File: src/rtl/alu_seq_pkg.sv
// Shared opcodes, FSM state encoding and step-count helper for alu_seq.
// Optional OVERFLOW output is enabled with ALU_SEQ_OVERFLOW_EN.
package alu_seq_pkg;

  typedef logic [3:0] op_t;

  localparam op_t OP_FWD = 4'b0000;
  localparam op_t OP_ADD = 4'b0001;
  localparam op_t OP_AND = 4'b0010;
  localparam op_t OP_OR  = 4'b0011;
  localparam op_t OP_SUB = 4'b0100;
  localparam op_t OP_XOR = 4'b0101;
  localparam op_t OP_SLL = 4'b0110;
  localparam op_t OP_SRL = 4'b0111;
  localparam op_t OP_SRA = 4'b1000;
  localparam op_t OP_ROR = 4'b1001;
  localparam op_t OP_MUL = 4'b1010;

  typedef logic [0:0] state_t;

  localparam state_t IDLE = 1'b0;
  localparam state_t RUN  = 1'b1;

  // Zero for every single-cycle op, so S != 0 also marks an iterative op.
  function automatic int unsigned step_count(
    input op_t         op,
    input int unsigned amt,
    input int unsigned w
  );
    unique case (op)
      OP_SLL, OP_SRL, OP_SRA: step_count = (amt < w) ? amt : w;
      OP_ROR:                 step_count = amt % w;
      OP_MUL:                 step_count = w;
      default:                step_count = 0;
    endcase
  endfunction

endpackage

File: src/rtl/alu_seq_if.sv
// START/BUSY/DONE handshake bundle between the control unit and alu_seq.
// OVERFLOW exists only when ALU_SEQ_OVERFLOW_EN is defined.
interface alu_seq_if #(
  parameter int WIDTH = 8
);
  import alu_seq_pkg::*;

  logic             START;
  op_t              ALU_OP;
  logic [WIDTH-1:0] OPERAND1;
  logic [WIDTH-1:0] OPERAND2;
  logic [WIDTH-1:0] ALU_RESULT;
  logic             ZERO;
  logic             BUSY;
  logic             DONE;
`ifdef ALU_SEQ_OVERFLOW_EN
  logic             OVERFLOW;
`endif

  modport master (
    output START, ALU_OP, OPERAND1, OPERAND2,
`ifdef ALU_SEQ_OVERFLOW_EN
    input  OVERFLOW,
`endif
    input  ALU_RESULT, ZERO, BUSY, DONE
  );

  modport slave (
    input  START, ALU_OP, OPERAND1, OPERAND2,
`ifdef ALU_SEQ_OVERFLOW_EN
    output OVERFLOW,
`endif
    output ALU_RESULT, ZERO, BUSY, DONE
  );

endinterface

File: src/rtl/alu_seq_iter.sv
// Iterative datapath: shift/rotate register, shift-add multiplier, step counter.
// ALU_SEQ_OVERFLOW_EN widens the multiply accumulator to 2*WIDTH.
module alu_seq_iter
  import alu_seq_pkg::*;
#(
  parameter int WIDTH = 8,
  parameter int CW    = $clog2(WIDTH + 1)
) (
  input  logic             clk,
  input  logic             rst_n,
  input  logic             load,
  input  logic             step,
  input  op_t              op,
  input  logic [WIDTH-1:0] a,
  input  logic [WIDTH-1:0] b,
  input  logic [CW-1:0]    steps,
`ifdef ALU_SEQ_OVERFLOW_EN
  output logic             ovf_next,
`endif
  output logic             last,
  output logic [WIDTH-1:0] res_next
);

`ifdef ALU_SEQ_OVERFLOW_EN
  localparam int AW = 2 * WIDTH;
`else
  localparam int AW = WIDTH;
`endif

  op_t              op_q;
  logic [CW-1:0]    cnt;
  logic [WIDTH-1:0] sh;
  logic [WIDTH-1:0] sh_nxt;
  logic [AW-1:0]    acc;
  logic [AW-1:0]    acc_nxt;
  logic [AW-1:0]    mc;

  // For MUL, sh holds the multiplier and is consumed LSB first.
  always_comb begin
    sh_nxt = sh;
    unique case (op_q)
      OP_SLL:  sh_nxt = sh << 1;
      OP_SRL:  sh_nxt = sh >> 1;
      OP_SRA:  sh_nxt = {sh[WIDTH-1], sh[WIDTH-1:1]};
      OP_ROR:  sh_nxt = {sh[0], sh[WIDTH-1:1]};
      OP_MUL:  sh_nxt = sh >> 1;
      default: sh_nxt = sh;
    endcase
    acc_nxt  = sh[0] ? acc + mc : acc;
    res_next = (op_q == OP_MUL) ? acc_nxt[WIDTH-1:0] : sh_nxt;
  end

`ifdef ALU_SEQ_OVERFLOW_EN
  assign ovf_next = |acc_nxt[AW-1:WIDTH];
`endif

  assign last = (cnt == CW'(1));

  always_ff @(posedge clk) begin
    if (!rst_n) begin
      op_q <= OP_FWD;
      cnt  <= '0;
      sh   <= '0;
      acc  <= '0;
      mc   <= '0;
    end else if (load) begin
      op_q <= op;
      cnt  <= steps;
      acc  <= '0;
      mc   <= AW'(a);
      sh   <= (op == OP_MUL) ? b : a;
    end else if (step) begin
      cnt  <= cnt - CW'(1);
      sh   <= sh_nxt;
      acc  <= acc_nxt;
      mc   <= mc << 1;
    end
  end

endmodule

File: src/rtl/alu_seq.sv
// Clocked ALU: single-cycle logic/arith ops plus iterative shifts and multiply.
// Define ALU_SEQ_OVERFLOW_EN to add the registered OVERFLOW output.
module alu_seq
  import alu_seq_pkg::*;
#(
  parameter int WIDTH = 8
) (
  input  logic        CLK,
  input  logic        RESET,
  alu_seq_if.slave    bus
);

  localparam int CW = $clog2(WIDTH + 1);

  state_t           state;
  logic [WIDTH-1:0] result_q;
  logic             zero_q;
  logic             done_q;
  logic [WIDTH-1:0] res1;
  logic [WIDTH-1:0] sum;
  logic [WIDTH-1:0] diff;
  logic [WIDTH-1:0] res_next;
  logic [CW-1:0]    steps;
  int unsigned      s;
  logic             accept;
  logic             iter_go;
  logic             last;
`ifdef ALU_SEQ_OVERFLOW_EN
  logic             ovf_q;
  logic             ovf1;
  logic             ovf_next;
`endif

  assign sum     = bus.OPERAND1 + bus.OPERAND2;
  assign diff    = bus.OPERAND1 - bus.OPERAND2;
  assign s       = step_count(bus.ALU_OP, 32'(bus.OPERAND2), WIDTH);
  assign steps   = CW'(s);
  assign accept  = (state == IDLE) && bus.START;
  assign iter_go = accept && (steps != '0);

  // Iterative ops with zero steps fall through here and return OPERAND1.
  always_comb begin
    res1 = '0;
    unique case (bus.ALU_OP)
      OP_FWD:  res1 = bus.OPERAND2;
      OP_ADD:  res1 = sum;
      OP_AND:  res1 = bus.OPERAND1 & bus.OPERAND2;
      OP_OR:   res1 = bus.OPERAND1 | bus.OPERAND2;
      OP_SUB:  res1 = diff;
      OP_XOR:  res1 = bus.OPERAND1 ^ bus.OPERAND2;
      OP_SLL, OP_SRL, OP_SRA, OP_ROR, OP_MUL:
               res1 = bus.OPERAND1;
      default: res1 = '0;
    endcase
  end

`ifdef ALU_SEQ_OVERFLOW_EN
  always_comb begin
    ovf1 = 1'b0;
    unique case (1'b1)
      bus.ALU_OP == OP_ADD:
        ovf1 = (bus.OPERAND1[WIDTH-1] == bus.OPERAND2[WIDTH-1])
            && (sum[WIDTH-1] != bus.OPERAND1[WIDTH-1]);
      bus.ALU_OP == OP_SUB:
        ovf1 = (bus.OPERAND1[WIDTH-1] != bus.OPERAND2[WIDTH-1])
            && (diff[WIDTH-1] != bus.OPERAND1[WIDTH-1]);
      default: ovf1 = 1'b0;
    endcase
  end
`endif

  alu_seq_iter #(
    .WIDTH (WIDTH),
    .CW    (CW)
  ) u_iter (
    .clk      (CLK),
    .rst_n    (RESET),
    .load     (iter_go),
    .step     (state == RUN),
    .op       (bus.ALU_OP),
    .a        (bus.OPERAND1),
    .b        (bus.OPERAND2),
    .steps    (steps),
`ifdef ALU_SEQ_OVERFLOW_EN
    .ovf_next (ovf_next),
`endif
    .last     (last),
    .res_next (res_next)
  );

  always_ff @(posedge CLK) begin
    if (!RESET) begin
      state    <= IDLE;
      result_q <= '0;
      zero_q   <= 1'b1;
      done_q   <= 1'b0;
`ifdef ALU_SEQ_OVERFLOW_EN
      ovf_q    <= 1'b0;
`endif
    end else begin
      done_q <= 1'b0;
      unique case (state)
        IDLE: begin
          if (iter_go) begin
            state <= RUN;
          end else if (accept) begin
            result_q <= res1;
            zero_q   <= (res1 == '0);
            done_q   <= 1'b1;
`ifdef ALU_SEQ_OVERFLOW_EN
            ovf_q    <= ovf1;
`endif
          end
        end
        RUN: begin
          if (last) begin
            state    <= IDLE;
            result_q <= res_next;
            zero_q   <= (res_next == '0);
            done_q   <= 1'b1;
`ifdef ALU_SEQ_OVERFLOW_EN
            ovf_q    <= ovf_next;
`endif
          end
        end
        default: state <= IDLE;
      endcase
    end
  end

  assign bus.ALU_RESULT = result_q;
  assign bus.ZERO       = zero_q;
  assign bus.DONE       = done_q;
  assign bus.BUSY       = (state == RUN);
`ifdef ALU_SEQ_OVERFLOW_EN
  assign bus.OVERFLOW   = ovf_q;
`endif

endmodule

File: src/flat_wrapper.sv
// flat-port wrapper written by rule: the top's interface ports become plain ports
module alu_seq_flat import alu_seq_pkg::*;
#(
  parameter int WIDTH = 8
)
  (CLK, RESET, bus_START, bus_ALU_OP, bus_OPERAND1, bus_OPERAND2, bus_ALU_RESULT, bus_ZERO, bus_BUSY, bus_DONE);
  alu_seq_if #(.WIDTH(WIDTH)) bus_i ();
  input  logic CLK;
  input  logic RESET;
  input wire logic [$bits(bus_i.START)-1:0] bus_START;
  input wire logic [$bits(bus_i.ALU_OP)-1:0] bus_ALU_OP;
  input wire logic [$bits(bus_i.OPERAND1)-1:0] bus_OPERAND1;
  input wire logic [$bits(bus_i.OPERAND2)-1:0] bus_OPERAND2;
  output wire logic [$bits(bus_i.ALU_RESULT)-1:0] bus_ALU_RESULT;
  output wire logic [$bits(bus_i.ZERO)-1:0] bus_ZERO;
  output wire logic [$bits(bus_i.BUSY)-1:0] bus_BUSY;
  output wire logic [$bits(bus_i.DONE)-1:0] bus_DONE;
  assign bus_i.START = bus_START;
  assign bus_i.ALU_OP = bus_ALU_OP;
  assign bus_i.OPERAND1 = bus_OPERAND1;
  assign bus_i.OPERAND2 = bus_OPERAND2;
  assign bus_ALU_RESULT = bus_i.ALU_RESULT;
  assign bus_ZERO = bus_i.ZERO;
  assign bus_BUSY = bus_i.BUSY;
  assign bus_DONE = bus_i.DONE;
  alu_seq #(.WIDTH(WIDTH)) u_core (.CLK(CLK), .RESET(RESET), .bus(bus_i));
endmodule
File: config.mk
export PLATFORM = sky130hd
export DESIGN_NAME = alu_seq_flat
export DESIGN_NICKNAME = d
export VERILOG_FILES = /design/src/rtl/alu_seq_pkg.sv /design/src/rtl/alu_seq_if.sv /design/src/rtl/alu_seq_iter.sv /design/src/rtl/alu_seq.sv /design/src/flat_wrapper.sv
export SDC_FILE = /design/constraint.sdc
export NUM_CORES = 1
export LEC_CHECK = 0
export BUFFER_PORTS_ARGS = -buffer_cell sky130_fd_sc_hd__buf_2
export CORE_ASPECT_RATIO = 0.5
export CORE_MARGIN = 5
export CORE_UTILIZATION = 60
export CTS_CLUSTER_DIAMETER = 100
export DETAILED_ROUTE_END_ITERATION = 8
export GPL_TIMING_DRIVEN = 0
export PLACE_DENSITY = 0.8
export SYNTH_ARGS = -nofsm -noshare
export SYNTH_HDL_FRONTEND = slang
export SYNTH_SLANG_ARGS = --single-unit
File: constraint.sdc
create_clock -name CLK -period 3.9 [get_ports CLK]
set_clock_uncertainty 0.15 [all_clocks]
set_input_delay 0.39 -clock CLK [delete_from_list [all_inputs] [get_ports CLK]]
set_output_delay 0.39 -clock CLK [all_outputs]
set_load 0.01 [all_outputs]
==> impl_metrics.tcl, run 1 <==
set metrics [dict create \
    status "finished, final reports clean" \
    critPathArrivalTime_ns 3.75 \
    ir_drop_mv 0.189 \
    diodes 0 \
    reg2reg_depth 11 \
    clkSlewWorstSetupHoldPaths_ns 0.07 \
    synth_cells 485 \
    grt_pass1_wl_um 17300 \
    nets 583 \
    switchingPower_uw 427 \
    stdcell_area_sq_um 4230 \
    worstMarginPinSlew_ns 0.938 \
    cts_buffer_depth 2 \
    drtIter0Drc 366 \
    synth_area_leaders "dfxtp_1, ha_1, a21oi_1" \
    clock.fmax_mhz 271 \
    hold_path.class "input port to flop" \
    grt_max_degree 15 \
    h-tree-depth 2 \
    place_area_sq_um 4030 \
    ys_warn_count 0 \
    vias_per_cell 6.14 \
    fill_cells 546 \
    post_cts_buffers 0 \
    max_slew_margin 0.366 \
    rsz0062_at_grt "false" \
    die_w_um 122 \
    start_kind "input port" \
    worstPathBufferInverterCount 2 \
    fp.dieH_um 65.9 \
    ys_seq_area_frac 0.229 \
    dp_slack_ns -0.437 \
    fin_crit_ns 3.68 \
    whs_path_depth 3 \
    crit_fanout 10 \
    power_frac_seq 0.349 \
    place_hpwl_um 8110 \
    placementRows 20 \
    stdcell_count 614 \
    insertion_delay_ns 0.29 \
    cp_data_required_time_ns 3.97 \
    yosys.area.top_type "dfxtp_1" \
    cts-buffers-inserted 5 \
    grt_usage 0.269 \
    cp_cell_sequence "buf_2 -> clkbuf_1 -> nor4b_2 -> mux2_2 -> fa_1 -> nand2b_1 -> a21oi_1 -> o22ai_1 -> xor2_1 -> o21ai_0 -> nor2_1 -> a211o_1 -> a21oi_1" \
    io_pins 34 \
    total_power_mw 1.41 \
    end_kind "flop" \
    area_growth_pct 12.6 \
    switching_share 0.303 \
    synth_edf_count 0 \
    start_util 0.619 \
    avgSynthCellArea_sq_um 7.73 \
    cts_tree "done" \
    drt-pass1-iter-count 6 \
    path_class "input port to flop" \
    p_leak_nw 1.72 \
    numPortBuffers 33 \
    setup_violations 0 \
    finalWeightedCongestion 0.943 \
    hold_viol_final 0 \
    cp_num_cells 13 \
    multi_input_area_sq_um 2640 \
    async_flop_share 0 \
    syn_nets 543 \
    powerDensity_nw_per_um2 333 \
    cp_slowest_cell "nor4b_2" \
    ant_nets 0 \
    synth_cell_types 70 \
    vias 3767 \
    drc_errors 0 \
    cts_hold_buffers 0 \
    antenna_found_initial 0 \
    power.share.combinational 0.267 \
    fin_ws_ns 0.216 \
    yosysTopAreaCellShare 0.229 \
    clockPowerShare 0.384 \
    synth-seq-cells 43 \
    min_period_over_period 0.945 \
    synth_flop_cell "dfxtp_1" \
    internal-power_uw 981 \
    routed_wl_um 10600 \
    drv_cap 0 \
    core_sq_um 6060 \
    dp_cells 606 \
    crit_family "compound AO/OA/AOI/OAI gates" \
    synth.cell_area_sq_um 3750 \
    drive_gt1_frac 0.131 \
    cpMostUsedCell "a21oi_1" \
    clock_sinks 43 \
    wl_per_cell_um 17.3 \
    grt-ovfl-total 0 \
    grt_pass1_vias 3427 \
    slew_violations 0 \
    cts_root_buf "clkbuf_16" \
    die-area_sq_um 8030 \
    regArea_sq_um 861 \
    max_stage_delay_ns 0.67 \
]
-- worst min-delay path: stages --
cell	delay, ns
buf_2	0.17
o221ai_2	0.09
a21oi_2	0.03
-- cells in the final DEF (no fill, tap or decap), types with 3 or more instances in the layout --
cell	n
clkbuf_1	19
dfxtp_1	43
nand3_1	10
a31oi_1	3
o31ai_1	6
mux2_2	3
o22ai_1	12
and3_1	3
a22oi_1	11
nand2b_1	8
nand3b_1	3
or3_1	4
nor2_1	50
clkbuf_16	5
nor3_1	7
buf_6	3
nor3b_1	3
o21ai_0	19
a221oi_1	9
a211oi_1	14
ha_1	33
inv_1	29
buf_2	39
nand2_1	45
xor2_1	8
mux2i_1	15
a21oi_1	45
xnor2_1	12
nor2b_1	5
and3b_1	4
-- synth_stat cells, types with 4 or more instances --
cell      count
a221oi_1      9
nor2_1       50
o31ai_1       6
o21ai_0      19
a21oi_1      45
a22oi_1      11
dfxtp_1      43
nand3_1      10
nor2b_1       5
nand2b_1      8
ha_1         33
xor2_1        8
nor3_1        7
clkbuf_1     19
nand2_1      45
and3b_1       4
mux2i_1      15
inv_1        29
o22ai_1      12
xnor2_1      12
a211oi_1     14
buf_2         6
or3_1         4
-- final cells by class --
class,instances,share of cell area
inverters,29,0.0258
plain buffers,30,0.0346
clock inverters,3,0.0160
flip-flops and latches,43,0.204
well taps,88,0.0261
clock buffers,5,0.0296
repair buffers,33,0.0391
multi-input cells,383,0.625
-- power groups by stage --
stage	sequential, mW	clock, mW	combinational, mW
2_1_floorplan	0.498	0	0.256
3_3_place_gp	0.498	0	0.360
3_5_place_dp	0.499	0	0.366
4_1_cts	0.489	0.542	0.369
5_1_grt	0.494	0.560	0.413
6_report	0.491	0.541	0.376
-- path summary, 6_finish.rpt --
kind                                  from                        to  slack, ns
setup / recovery             bus_ALU_OP[3]  u_core.bus.ALU_RESULT[6]       0.22
hold / removal                       RESET  u_core.bus.ALU_RESULT[5]       0.29
setup reg to reg       u_core.u_iter.mc[0]           u_core.bus.ZERO       1.18
hold reg to reg   u_core.bus.ALU_RESULT[6]  u_core.bus.ALU_RESULT[6]       0.30
-- flip-flops by register name, summed over array words and instances, names as in the netlist --
name                   flops
u_core.bus.ALU_RESULT      8
u_core.bus.BUSY            1
u_core.bus.DONE            1
u_core.bus.ZERO            1
u_core.u_iter.acc          8
u_core.u_iter.cnt          4
u_core.u_iter.mc           8
u_core.u_iter.op_q         4
u_core.u_iter.sh           8
-- metrics by stage --
step	util	hold slack, ns	TNS, ns
2_1_floorplan	-	0.299	0
3_3_place_gp	0.665	0.287	-1.30
3_5_place_dp	0.665	0.292	-1.45
4_1_cts	0.698	0.285	0
5_1_grt	0.698	0.300	0
6_report	0.698	0.292	0
-- metal layers --
layer	routed length (um)	vias to the layer above	track usage
met5	0	-	0
met1	5000	1730	0.393
met2	4410	179	0.416
met3	1090	13	0.0479
met4	90	0	0.0531
li1	-	1845	-
-- kinds of logic after synthesis --
group           synth area share
compound gates             0.274
fa+ha+maj                  0.121
buf+inv                   0.0680
mux                       0.0490
simple gates               0.212
flops                      0.229
xor+xnor                  0.0467
-- repair_timing --
action	4_1_cts	5_1_grt
resized for setup	1	0
endpoints found under the hold margin	0	0
setup endpoints to repair	2	0
No activity file was read; power rests on OpenSTA's default activity.
==> inputs of run 2 (changes only) <==
--- a/config.mk
+++ b/config.mk
@@ -13,6 +13,7 @@
 export DETAILED_ROUTE_END_ITERATION = 8
 export GPL_TIMING_DRIVEN = 0
 export PLACE_DENSITY = 0.8
+export REMOVE_ABC_BUFFERS = 1
 export SYNTH_ARGS = -nofsm -noshare
 export SYNTH_HDL_FRONTEND = slang
 export SYNTH_SLANG_ARGS = --single-unit
==> impl_metrics.tcl, run 2 (synthesis results as in run 1) <==
set metrics [dict create \
    status "finished, final reports clean" \
    drtIter0Drc 409 \
    cp_slowest_cell "nor4b_2" \
    cp_cell_sequence "buf_2 -> nor4b_2 -> mux2_2 -> fa_1 -> nand2b_1 -> a21oi_1 -> o22ai_1 -> xor2_1 -> o21ai_0 -> nor2_1 -> a211o_1 -> a21oi_1" \
    core_sq_um 6060 \
    max_stage_delay_ns 0.66 \
    path_class "input port to flop" \
    cpMostUsedCell "a21oi_1" \
    regToRegSetupSlack_ns 0.82 \
    drc_errors 0 \
    ir_drop_mv 0.144 \
    min_period_over_period 0.921 \
    slew_violations 0 \
    place_hpwl_um 7130 \
    worstMarginPinSlew_ns 1.19 \
    post_cts_buffers 0 \
    grt-ovfl-total 0 \
    area_growth_pct 8.27 \
    rsz0062_at_grt "false" \
    cp_data_required_time_ns 3.96 \
    insertion_delay_ns 0.29 \
    grt_max_degree 42 \
    cts_hold_buffers 0 \
    clock.fmax_mhz 278 \
    drv_cap 0 \
    crit_start "bus_ALU_OP[1]" \
    hold_viol_final 0 \
    reg2reg_from "u_core.bus.BUSY" \
    critPathArrivalTime_ns 3.65 \
    cts_tree "done" \
    drt-pass1-iter-count 5 \
    max_slew_margin 0.204 \
    start_kind "input port" \
    diodes 0 \
    die_w_um 122 \
    setup_violations 0 \
    p_leak_nw 1.65 \
    start_util 0.619 \
    layout_commonest_cell "nor2_1" \
    stdcell_area_sq_um 4060 \
    grt_usage 0.254 \
    hold-worst-slack_ns 0.280 \
    final_cell_mix "nor2_1, a21oi_1, nand2_1" \
    cts_resized 1 \
    placementRows 20 \
    antenna_found_initial 0 \
    clock_sinks 43 \
    cts-buffers-inserted 5 \
    total_power_mw 1.33 \
    end_kind "flop" \
    die-area_sq_um 8030 \
    cts_buffer_depth 2 \
    drive_gt1_frac 0.123 \
    worstPathBufferInverterCount 1 \
    timing.rr.end "u_core.u_iter.cnt[3]" \
    numPortBuffers 33 \
    whs_path_depth 3 \
    nets 553 \
    grt_pass1_wl_um 16400 \
    place_area_sq_um 3880 \
    io_pins 34 \
    finalWeightedCongestion 0.884 \
    fp.dieH_um 65.9 \
    hold_path.class "input port to flop" \
    fin_crit_ns 3.59 \
    routed_wl_um 9890 \
    h-tree-depth 2 \
    cts_root_buf "clkbuf_16" \
    vias_per_cell 6.22 \
    ant_nets 0 \
    clkSlewWorstSetupHoldPaths_ns 0.06 \
    grt_pass1_vias 3235 \
    crit_fanout 25 \
    vias 3630 \
    wl_per_cell_um 16.9 \
    powerDensity_nw_per_um2 327 \
    whs_endpoint "u_core.u_iter.mc[0]" \
    hp-start "bus_OPERAND1[0]" \
    crit_family "compound AO/OA/AOI/OAI gates" \
    reg2reg_depth 6 \
]
## run 2: cell types whose count changed in the layout (fill, tap and decap cells not counted), sizes merged
cell and delta:
bufinv -1, clkbuf -19, clkinvlp -1, clkinv +2
buf -11
## run 2: final cells by class
| type | count | area, sq um |
|---|---|---|
| Multi-Input combinational cell | 383 | 2650 |
| Fill cell | 512 | 1990 |
| Sequential cell | 43 | 862 |
| Timing Repair Buffer | 33 | 165 |
| Clock buffer | 5 | 125 |
| Tap cell | 88 | 110 |
| Inverter | 29 | 109 |
| Clock inverter | 3 | 43.8 |
## run 2: layer usage
layer  track usage  vias to the layer above  wire (um)
met3        0.0316                       14        748
met5             0                        -          0
met4        0.0573                        0        101
met2         0.384                      150       4140
li1              -                     1782          -
met1         0.383                     1684       4900
## run 2: worst max path at each step
stage	end	slack, ns	cells past startpoint
3_5_place_dp	u_core.bus.ALU_RESULT[6]	-0.31	12
4_1_cts	u_core.bus.ALU_RESULT[6]	0.34	12
6_report	u_core.bus.ALU_RESULT[6]	0.31	12
5_1_grt	u_core.bus.ALU_RESULT[6]	0.12	12
3_3_place_gp	u_core.bus.ALU_RESULT[6]	-0.32	12
2_1_floorplan	u_core.bus.ALU_RESULT[6]	0.52	11
## run 2: through the flow
step                worst slack (ns)   util  TNS [ns]  instances
detailed placement            -0.311  0.641    -0.575        576
floorplan                      0.517      -         0        455
CTS                            0.338  0.670         0        584
global placement              -0.324  0.641    -0.644        576
finish                         0.307  0.671         0        584
global route                   0.121  0.671         0        584
## run 2: report_power, final
group          internal [mW]  total (mW)  switching, mW
Combinational          0.135       0.341          0.206
Clock                  0.302       0.484          0.182
Sequential             0.467       0.502         0.0350
Total                  0.904        1.33          0.423
## run 2: worst register-to-register path, delay by kind of cell, from the launching register on
kind | cells | cell delay [ns]
AND/OR/NAND/NOR | 4 | 1.17
AO/OA/AOI/OAI | 1 | 0.26
buffers and inverters | 1 | 0.49
flip-flops | 1 | 0.89
